==> src/rtl/vec_ctrl_if.sv <==
// CPU bus cycle and register-port signals for vec_ctrl.
interface vec_ctrl_if;
  logic        bus_en;
  logic        vma;
  logic        cpu_rw;
  logic [15:0] cpu_a;
  logic        vec_sel;
  logic [7:0]  vec_do;
  logic [2:0]  AD;
  logic [7:0]  DI;
  logic [7:0]  DO;
  logic        rw;
  logic        cs;

  modport master (
    output bus_en, vma, cpu_rw, cpu_a, AD, DI, rw, cs,
    input  vec_sel, vec_do, DO
  );

  modport slave (
    input  bus_en, vma, cpu_rw, cpu_a, AD, DI, rw, cs,
    output vec_sel, vec_do, DO
  );
endinterface

==> src/rtl/vec_ctrl.sv <==
// Interrupt latch/mask and 24-bit vector-fetch override for a paged 6800 CPU.
// Optional macro VECCTL_AUTOEOI_EN: IRQ low-byte vector fetch also clears PEND[src].
module vec_ctrl #(
  parameter int NSRC = 8
) (
  input  logic            clk,
  input  logic            rst,
  vec_ctrl_if.slave       bus,
  input  logic [23:0]     irq_addr,
  input  logic [23:0]     swi_addr,
  input  logic [23:0]     nmi_addr,
  input  logic [23:0]     res_addr,
  input  logic [4:0]      cur_page,
  output logic            page_load,
  output logic [4:0]      page_new,
  input  logic [NSRC-1:0] irq_src,
  input  logic            nmi_in,
  output logic            cpu_irq,
  output logic            cpu_nmi
);

  typedef enum logic {IDLE, HI} state_t;
  typedef enum logic [1:0] {V_IRQ, V_SWI, V_NMI, V_RES} vid_t;

  state_t state, state_nxt;
  vid_t   vid, vid_nxt, sel_id;

  logic [NSRC-1:0] pend, mask, irq_q, rise, act, w1c, eoi_clr;
  logic            nmi_q, nmi_lat, ven;
  logic            cause_act;
  logic [2:0]      cause_src, src;
  logic [4:0]      savepg;
  logic            any, found;
  logic            bus_cyc, rd_cyc, vec_hi_hit, lo_fetch, irq_done, nmi_clr;
  logic            wr, rd;
  logic [23:0]     vec_vec;
  logic [7:0]      pend8, mask8, rdata;
  logic            unused_bits;

  assign bus_cyc    = bus.bus_en & bus.vma;
  assign rd_cyc     = bus_cyc & bus.cpu_rw;
  assign vec_hi_hit = rd_cyc & (bus.cpu_a[15:3] == 13'h1FFF) & ~bus.cpu_a[0];

  always_ff @(posedge clk) begin
    if (rst) begin
      state <= IDLE;
      vid   <= V_IRQ;
    end else begin
      state <= state_nxt;
      vid   <= vid_nxt;
    end
  end

  always_comb begin
    state_nxt   = state;
    vid_nxt     = vid;
    sel_id      = vid;
    bus.vec_sel = 1'b0;
    lo_fetch    = 1'b0;
    case (state)
      IDLE: begin
        if (ven && vec_hi_hit) begin
          bus.vec_sel = 1'b1;
          sel_id      = vid_t'(bus.cpu_a[2:1]);
          vid_nxt     = vid_t'(bus.cpu_a[2:1]);
          state_nxt   = HI;
        end
      end
      HI: begin
        if (!ven) begin
          state_nxt = IDLE;
        end else if (bus_cyc) begin
          state_nxt = IDLE;
          if (rd_cyc && bus.cpu_a == {13'h1FFF, vid, 1'b1}) begin
            bus.vec_sel = 1'b1;
            lo_fetch    = 1'b1;
          end
        end
      end
      default: state_nxt = IDLE;
    endcase
    // Suppress the override and page load in a reset cycle so a sequence cut by rst has no effect.
    if (rst) begin
      bus.vec_sel = 1'b0;
      lo_fetch    = 1'b0;
    end
  end

  always_comb begin
    case (sel_id)
      V_IRQ:   vec_vec = irq_addr;
      V_SWI:   vec_vec = swi_addr;
      V_NMI:   vec_vec = nmi_addr;
      default: vec_vec = res_addr;
    endcase
  end

  assign bus.vec_do  = !bus.vec_sel ? 8'h00 : (state == HI ? vec_vec[7:0] : vec_vec[15:8]);
  assign page_load   = lo_fetch;
  assign page_new    = lo_fetch ? vec_vec[20:16] : 5'd0;
  assign unused_bits = ^vec_vec[23:21];

  assign irq_done = lo_fetch & (vid == V_IRQ);
  assign nmi_clr  = lo_fetch & (vid == V_NMI);
  assign rise     = irq_src & ~irq_q;
  assign act      = pend & mask;
  assign any      = |act;

  always_comb begin
    src   = 3'd7;
    found = 1'b0;
    for (int unsigned i = 0; i < NSRC; i++) begin
      if (act[i] && !found) begin
        src   = 3'(i);
        found = 1'b1;
      end
    end
  end

  always_comb begin
    eoi_clr = '0;
`ifdef VECCTL_AUTOEOI_EN
    if (irq_done && any) eoi_clr[src] = 1'b1;
`else
    eoi_clr = '0;
`endif
  end

  assign wr  = bus.cs & ~bus.rw;
  assign rd  = bus.cs & bus.rw;
  assign w1c = (wr && bus.AD == 3'd0) ? bus.DI[NSRC-1:0] : '0;

  always_comb begin
    pend8             = '0;
    mask8             = '0;
    pend8[NSRC-1:0]   = pend;
    mask8[NSRC-1:0]   = mask;
    case (bus.AD)
      3'd0:    rdata = pend8;
      3'd1:    rdata = mask8;
      3'd2:    rdata = {cause_act, 4'b0000, cause_src};
      3'd3:    rdata = {3'b000, savepg};
      3'd4:    rdata = {7'd0, ven};
      default: rdata = 8'h00;
    endcase
  end

  always_ff @(posedge clk) begin
    if (rst) begin
      irq_q     <= '0;
      nmi_q     <= 1'b0;
      pend      <= '0;
      mask      <= '0;
      nmi_lat   <= 1'b0;
      cpu_irq   <= 1'b0;
      cpu_nmi   <= 1'b0;
      cause_act <= 1'b0;
      cause_src <= 3'd0;
      savepg    <= 5'd0;
      ven       <= 1'b1;
      bus.DO    <= 8'h00;
    end else begin
      irq_q   <= irq_src;
      nmi_q   <= nmi_in;
      // Clears first, then edges OR in, so a same-cycle set wins.
      pend    <= (pend & ~(w1c | eoi_clr)) | rise;
      nmi_lat <= (nmi_lat & ~nmi_clr) | (nmi_in & ~nmi_q);
      cpu_irq <= any;
      cpu_nmi <= nmi_lat;
      if (wr) begin
        case (bus.AD)
          3'd1:    mask      <= bus.DI[NSRC-1:0];
          3'd2:    cause_act <= 1'b0;
          3'd4:    ven       <= bus.DI[0];
          default: ;
        endcase
      end
      if (lo_fetch) savepg <= cur_page;
      if (irq_done) begin
        cause_act <= 1'b1;
        cause_src <= src;
      end
      if (rd) bus.DO <= rdata;
    end
  end

endmodule
==> src/flat_wrapper.sv <==
// flat-port wrapper written by rule: the top's interface ports become plain ports
module vec_ctrl_flat 
#(
  parameter int NSRC = 8
)
  (clk, rst, irq_addr, swi_addr, nmi_addr, res_addr, cur_page, page_load, page_new, irq_src, nmi_in, cpu_irq, cpu_nmi, bus_bus_en, bus_vma, bus_cpu_rw, bus_cpu_a, bus_AD, bus_DI, bus_rw, bus_cs, bus_vec_sel, bus_vec_do, bus_DO);
  vec_ctrl_if bus_i ();
  input  logic clk;
  input  logic rst;
  input  logic [23:0] irq_addr;
  input  logic [23:0] swi_addr;
  input  logic [23:0] nmi_addr;
  input  logic [23:0] res_addr;
  input  logic [4:0] cur_page;
  output logic page_load;
  output logic [4:0] page_new;
  input  logic [NSRC-1:0] irq_src;
  input  logic nmi_in;
  output logic cpu_irq;
  output logic cpu_nmi;
  input wire logic [$bits(bus_i.bus_en)-1:0] bus_bus_en;
  input wire logic [$bits(bus_i.vma)-1:0] bus_vma;
  input wire logic [$bits(bus_i.cpu_rw)-1:0] bus_cpu_rw;
  input wire logic [$bits(bus_i.cpu_a)-1:0] bus_cpu_a;
  input wire logic [$bits(bus_i.AD)-1:0] bus_AD;
  input wire logic [$bits(bus_i.DI)-1:0] bus_DI;
  input wire logic [$bits(bus_i.rw)-1:0] bus_rw;
  input wire logic [$bits(bus_i.cs)-1:0] bus_cs;
  output wire logic [$bits(bus_i.vec_sel)-1:0] bus_vec_sel;
  output wire logic [$bits(bus_i.vec_do)-1:0] bus_vec_do;
  output wire logic [$bits(bus_i.DO)-1:0] bus_DO;
  assign bus_i.bus_en = bus_bus_en;
  assign bus_i.vma = bus_vma;
  assign bus_i.cpu_rw = bus_cpu_rw;
  assign bus_i.cpu_a = bus_cpu_a;
  assign bus_i.AD = bus_AD;
  assign bus_i.DI = bus_DI;
  assign bus_i.rw = bus_rw;
  assign bus_i.cs = bus_cs;
  assign bus_vec_sel = bus_i.vec_sel;
  assign bus_vec_do = bus_i.vec_do;
  assign bus_DO = bus_i.DO;
  vec_ctrl #(.NSRC(NSRC)) u_core (.clk(clk), .rst(rst), .bus(bus_i), .irq_addr(irq_addr), .swi_addr(swi_addr), .nmi_addr(nmi_addr), .res_addr(res_addr), .cur_page(cur_page), .page_load(page_load), .page_new(page_new), .irq_src(irq_src), .nmi_in(nmi_in), .cpu_irq(cpu_irq), .cpu_nmi(cpu_nmi));
endmodule
==> config.mk <==
export PLATFORM = sky130hd
export DESIGN_NAME = vec_ctrl_flat
export DESIGN_NICKNAME = d
export VERILOG_FILES = /design/src/rtl/vec_ctrl_if.sv /design/src/rtl/vec_ctrl.sv /design/src/flat_wrapper.sv
export SDC_FILE = /design/constraint.sdc
export NUM_CORES = 1
export LEC_CHECK = 0
export ABC_AREA = 1
export BUFFER_PORTS_ARGS = -buffer_cell sky130_fd_sc_hd__buf_2
export CAP_MARGIN = 20
export CORE_MARGIN = 5
export CORE_UTILIZATION = 40
export DETAILED_ROUTE_END_ITERATION = 10
export PLACE_DENSITY = 0.81
export SYNTH_ARGS = -nofsm -noshare
export SYNTH_HDL_FRONTEND = slang
export SYNTH_SLANG_ARGS = --single-unit
==> constraint.sdc <==
create_clock -name clk -period 2.35 [get_ports clk]
set_input_delay 0.1175 -clock clk [delete_from_list [all_inputs] [get_ports clk]]
set_output_delay 0.1175 -clock clk [all_outputs]
set_load 0.01 [all_outputs]
==> impl_results.md, run 1 <==
- Share of power burned in registers: 0.504
- Seq/Total Area, Yosys: 0.311
- Largest net degree at the start of global routing: 32
- Global placer's final weighted congestion: 0.915
- Clock Sinks: 49
- Routed len/inst: 14.7 um
- Post-synthesis cell area: 3160 um2
- Finished layout cell area: 4230 um2
- Placed cell areas: 3980 um2
- Syn_nets: 627
- Vias: 3815
- Final setup viols: 0
- Tightest Pin Transition: 0.584 ns
- Core area: 7690 um2
- Max-cap violations: 0
- EDFF count, synth: 0
- Setup TNS: 0 ns
- First-pass detailed-route iteration total: 5
- Share of cells above drive strength 1: 0.329
- Crit start category: flop
- Grt ovf: 0
- Hold Crit Class: in2reg
- I/O Buffers: 156
- Count leader, synth: nand2_1
- Power Density: 412 nW/um2
- Async SR Flop Fraction: 0
- Hold_buf cts: 0
- Max Buffers Root-to-Sink: 2
- Initial Util: 0.411
- Post-synth top area share: 0.311
- Flops & latches, synth: 49
- Crit-path max FO: 17
- Sw Pwr: 0.410 mW
- Layout Area Growth over Synthesis: 34.0%
- Drt initial violations: 140
- Final hold violations: 0
- Die Wd: 98.8 um
- Tot GR Track Use: 0.209
- Arrival time at the worst endpoint: 2.10 ns
- Final wirelength: 10.8 mm
- Final core utilization: 0.550
- Die height: 98.8 um
- Vias in the first global route: 3640
- Status: finished clean
- Main synth FF type: dfxtp_1
- CTS Root Cell: clkbuf_8
- Antenna violations before repair: 0
- Final #Nets: 779
- Worst-Skew Late Latency: 0.29 ns
- IO Count: 169
- Tcrit/Tclk final: 0.942
- CP most frequent cell: nand2_2
- DIE AREA: 9770 um2
- Fillers: 758
- Comb power frac: 0.150
- Clk slew on worst S/H paths: 0.08 ns
- IR Drop Worst-Case VDD: 0.000424 V
- ANT nets after route: 0
- Post-route DRC violation count: 0
- Netlist cell types: 40
- Fin Hold WS: 0.0266 ns
- Sequence of cells on the critical path: buf_8, nand2_2, clkinv_2, nand2_2, nor3b_4, nand3_4, a21oi_4, o21ai_1, a21oi_2, buf_2
- Worst-case headroom to the max-slew limit: 0.610
- Pins Over Slew Limit: 0
- Clock power share: 0.345
- CP Capture Type: output port
- Htree depth: 2
- Period minus WS final: 2.21 ns
- Kind of critical path: reg2out
- Antenna diodes: 0
- Syn Area/Cell: 6.54 um2
- DP HPWL: 8.55 mm
- Area contributors post-synth: dfxtp_1 31%, nand3_1 11%, nand2_1 11%
- First-pass GRT wire length: 17.0 mm
- Setup Skew: 0.00455 ns
- # rows: 32
- Total CTS buffers: 5
- Sw frac: 0.235
- Synth area leader: dfxtp_1
- Leakage: 2.09 nW
- Ys Warns: 0
- Worst path max stage delay: 0.39 ns
- Tot Pwr: 1.74 mW
- Via-to-Cell Ratio: 5.17
- Maximum clock rate: 452 MHz
- Int Pwr: 1.33 mW
- CTS tree: built
- Synth top cells by count: 89 x nand2_1, 69 x nand3_1, 52 x inv_1, 49 x dfxtp_1
- Worst Path Required: 2.23 ns
- Post-Synthesis Cells: 483
- Slowest-stage cell, CP: dfxtp_4
## stage by stage
step / instances / worst slack, ns
after global routing: 738 / -0.0185
final: 738 / 0.136
after CTS: 736 / 0.0186
after detailed placement: 727 / 0.185
after global placement: 727 / 0.233
after floorplan: 483 / 0.719
## power by group through the flow
stage	Clock (mW)	Sequential (mW)	Combinational, mW
finish	0.602	0.879	0.262
global route	0.644	0.882	0.296
CTS	0.615	0.880	0.261
detailed placement	0	0.899	0.259
global placement	0	0.898	0.251
floorplan	0	0.894	0.109
## registers in the layout, indices dropped and copies added, names as in the netlist, 2 cells and up
signal / flops
u_core.bus.DO: 8
u_core.cause_src: 3
u_core.irq_q: 8
u_core.mask: 8
u_core.pend: 8
u_core.savepg: 5
u_core.vid: 2
## per-layer routing
metal	vias up	part of all wire	track usage
met1	1719	0.40	0.257
met2	158	0.51	0.382
met5	-	0	0
met4	0	0.015	0.0389
met3	16	0.075	0.0354
li1	1922	-	-
## final cells by class
type	instances	area [um2]	share of cell area
inverter	55	220	0.0521
clock inverter	1	30.0	0.00710
sequential	49	986	0.233
timing repair buffer	164	861	0.203
tap	102	128	0.0302
multi-input combinational	360	1920	0.454
clock buffer	7	86.3	0.0204
## cells in the final DEF (no fill, tap or decap), drive strengths merged
cell / instances
o22ai: 8
a211oi: 1
nor3b: 1
nand4: 4
o2111ai: 1
xor2: 1
nor4: 1
nor3: 4
inv: 53
o211ai: 2
nand2: 102
o21ai: 46
a31oi: 5
o31ai: 1
bufinv: 1
o211a: 1
clkinv: 2
buf: 164
nand3: 71
dfxtp: 49
o21bai: 1
a21oi: 50
clkbuf: 7
nor2: 57
a22o: 2
nand3b: 1
## critical path: cells and delay by family (launching register included)
kind	cells	cell delay, ns
and+or+nand+nor	4	0.51
DFF	1	0.39
buffers and inverters	3	0.39
AOI/OAI and AO/OA	3	0.51
## timing repair
| item | 4_1_cts | 5_1_grt |
|---|---|---|
| gates resized for setup | 4 | 19 |
| setup endpoints to repair | 13 | 13 |
| pin swaps | 1 | 3 |
| hold endpoints to repair | 0 | 0 |
| gates cloned | 1 | 1 |
| buffers inserted | 0 | 1 |
## final timing paths
check | slack, ns | to | depth (start not counted) | from
worst max-delay path | 0.14 | bus_vec_do[6] | 10 | u_core.state
worst min-delay path | 0.03 | u_core.irq_q[4] | 3 | irq_src[4]
worst max register to register | 0.59 | u_core.cause_src[2] | 10 | u_core.state
worst min register to register | 0.41 | u_core.nmi_lat | 1 | u_core.nmi_q
## logic make-up after synthesis
family,count (synthesis),synth area share
AOI/OAI and AO/OA,117,0.205
DFF,49,0.311
xor gates and xnor gates,1,0.00277
buffers and inverters,76,0.112
and+or+nand+nor,240,0.370
Note: power is estimated with default switching activity, not from simulation.
==> inputs of run 2 (changes only) <==
--- a/config.mk
+++ b/config.mk
@@ -5,12 +5,12 @@
 export SDC_FILE = /design/constraint.sdc
 export NUM_CORES = 1
 export LEC_CHECK = 0
-export ABC_AREA = 1
 export BUFFER_PORTS_ARGS = -buffer_cell sky130_fd_sc_hd__buf_2
 export CAP_MARGIN = 20
 export CORE_MARGIN = 5
 export CORE_UTILIZATION = 40
 export DETAILED_ROUTE_END_ITERATION = 10
+export MAX_ROUTING_LAYER = met4
 export PLACE_DENSITY = 0.81
 export SYNTH_ARGS = -nofsm -noshare
 export SYNTH_HDL_FRONTEND = slang
==> impl_results.md, run 2 <==
- Status: finished clean
- Crit-path max FO: 6
- Count leader, synth: dfxtp_1
- Final setup viols: 0
- Post-Synthesis Cells: 370
- ANT nets after route: 0
- DP HPWL: 7.84 mm
- Max-cap violations: 0
- Main synth FF type: dfxtp_1
- Clk slew on worst S/H paths: 0.08 ns
- Tightest Pin Transition: 0.602 ns
- Initial Util: 0.414
- Fin Hold WS: 0.0246 ns
- Die height: 97.1 um
- Tot GR Track Use: 0.205
- IR Drop Worst-Case VDD: 0.000512 V
- Drt initial violations: 150
- Antenna violations before repair: 0
- Htree depth: 2
- Antenna diodes: 0
- Global placer's final weighted congestion: 0.918
- Die Wd: 97.1 um
- Leakage: 1.95 nW
- Core area: 7330 um2
- I/O Buffers: 156
- Vias: 3315
- Tot Pwr: 1.63 mW
- Worst-case headroom to the max-slew limit: 0.596
- Ys Warns: 0
- Post-synthesis cell area: 3030 um2
- Via-to-Cell Ratio: 5.33
- Tcrit/Tclk final: 0.939
- R2r setup slk: 0.51 ns
- First-pass GRT wire length: 15.8 mm
- Async SR Flop Fraction: 0
- WHS Endpoint: u_core.nmi_q
- Final wirelength: 9.95 mm
- Final #Nets: 666
- Syn Area/Cell: 8.20 um2
- Clock Sinks: 49
- Arrival time at the worst endpoint: 2.09 ns
- Pins Over Slew Limit: 0
- IO Count: 169
- Hold Path Depth: 3
- Syn_nets: 514
- EDFF count, synth: 0
- Post-synth top area share: 0.323
- CTS tree: built
- CP Capture Type: output port
- Setup Skew: 0.00845 ns
- Post-route DRC violation count: 0
- Total CTS buffers: 5
- Vias in the first global route: 3234
- # rows: 31
- Share of cells above drive strength 1: 0.402
- Largest net degree at the start of global routing: 46
- RSZ-0062 raised after global routing: false
- Hold Crit Class: in2reg
- Max Buffers Root-to-Sink: 2
- Area contributors post-synth: dfxtp_1 32%, mux2i_1 8.3%, nor2_1 5.4%
- Netlist cell types: 49
- Synth area leader: dfxtp_1
- Flops & latches, synth: 49
- Seq/Total Area, Yosys: 0.323
- Kind of critical path: reg2out
- Hold path start: nmi_in
- Worst Path Required: 2.23 ns
- Worst-Skew Late Latency: 0.31 ns
- Layout Area Growth over Synthesis: 34.8%
- Most frequent cells in the layout: 156 x buf_2, 47 x dfxtp_1, 44 x nor2_1, 27 x nand2_1
- Final hold violations: 0
- Worst r2r src: u_core.vid[0]
- Synth top cells by count: 49 x dfxtp_1, 44 x nor2_1, 29 x nand2_1, 25 x mux2i_1, 25 x nor2b_1
- Setup TNS: 0 ns
- Grt ovf: 0
- Routed len/inst: 16.0 um
- Commonest non-fill, non-tap cell in the layout: buf_2
- CTS Root Cell: clkbuf_8
- Power Density: 399 nW/um2
- Reg2reg end: u_core.cause_src[1]
- Crit start category: flop
- Setup ws final: 0.143 ns
- Period minus WS final: 2.21 ns
- DP Worst Slack: 0.0903 ns
- R2R depth: 6
- Maximum clock rate: 453 MHz
- Hold_buf cts: 0
- DIE AREA: 9420 um2
- First-pass detailed-route iteration total: 4
[run 2: changes by cell type in the layout (fill, tap and decap cells not counted), sizes merged, moves of 8 or more]
cell    change
inv        -49
a211oi      +9
a21oi      -28
nand3      -57
a22oi       +8
a21o        +9
nor2       -13
mux2i      +25
buf         +8
nor2b      +25
nand2      -72
and3        +9
o21ai      -28
mux2       +11
[run 2: metrics by stage]
step	area [um2]	utilization	instances
floorplan	3030	-	370
global placement	3920	0.535	612
detailed placement	3920	0.535	612
CTS	4030	0.550	620
global route	4090	0.558	622
finish	4090	0.558	622
[run 2: cell type report]
| class | instances | area (um2) |
|---|---|---|
| Multi-Input combinational cell | 289 | 1960 |
| Clock buffer | 6 | 82.6 |
| Tap cell | 99 | 124 |
| Fill cell | 672 | 3240 |
| Clock inverter | 2 | 13.8 |
| Sequential cell | 49 | 983 |
| Timing Repair Buffer | 172 | 905 |
| Inverter | 5 | 18.8 |
[run 2: cell families after synthesis]
| kind of cell | Yosys count | synth area share |
|---|---|---|
| simple gates | 145 | 0.252 |
| xor+xnor | 2 | 0.00578 |
| flops | 49 | 0.323 |
| buf+inv | 32 | 0.0466 |
| mux | 39 | 0.146 |
| compound gates | 103 | 0.227 |
[run 2: routing by layer]
layer | GRT usage | part of all wire
met2 | 0.347 | 0.49
met3 | 0.0459 | 0.074
met1 | 0.249 | 0.43
met5 | - | 0
met4 | 0.0464 | 0.012
[run 2: worst max-delay path, cell delays in order (launching register included)]
cell	delay (ns)
dfxtp_2	0.39
nor3b_4	0.31
nand2_2	0.15
mux2_2	0.31
a211o_1	0.29
a31oi_1	0.18
buf_2	0.16
[run 2: what timing repair did]
action | 4_1_cts | 5_1_grt
pin swaps | 0 | 2
setup endpoints to repair | 13 | 13
buffers inserted | 0 | 2
resized for setup | 3 | 12
[run 2: how the worst max path moves through the flow]
stage	from	slack, ns	to	depth (start not counted)
2_1_floorplan	bus_cpu_a[11]	0.38	page_new[0]	8
3_3_place_gp	bus_cpu_a[10]	0.14	bus_vec_do[1]	9
3_5_place_dp	bus_cpu_a[11]	0.09	bus_vec_do[1]	9
4_1_cts	u_core.state	0.03	bus_vec_do[0]	6
5_1_grt	u_core.state	0.01	bus_vec_do[7]	7
6_report	u_core.state	0.14	bus_vec_do[6]	6
[run 2: power breakdown]
| group | leakage (nW) | internal [mW] | switching [mW] |
|---|---|---|---|
| Combinational | 1.50 | 0.140 | 0.114 |
| Sequential | 0.401 | 0.856 | 0.0160 |
| Clock | 0.0512 | 0.238 | 0.268 |
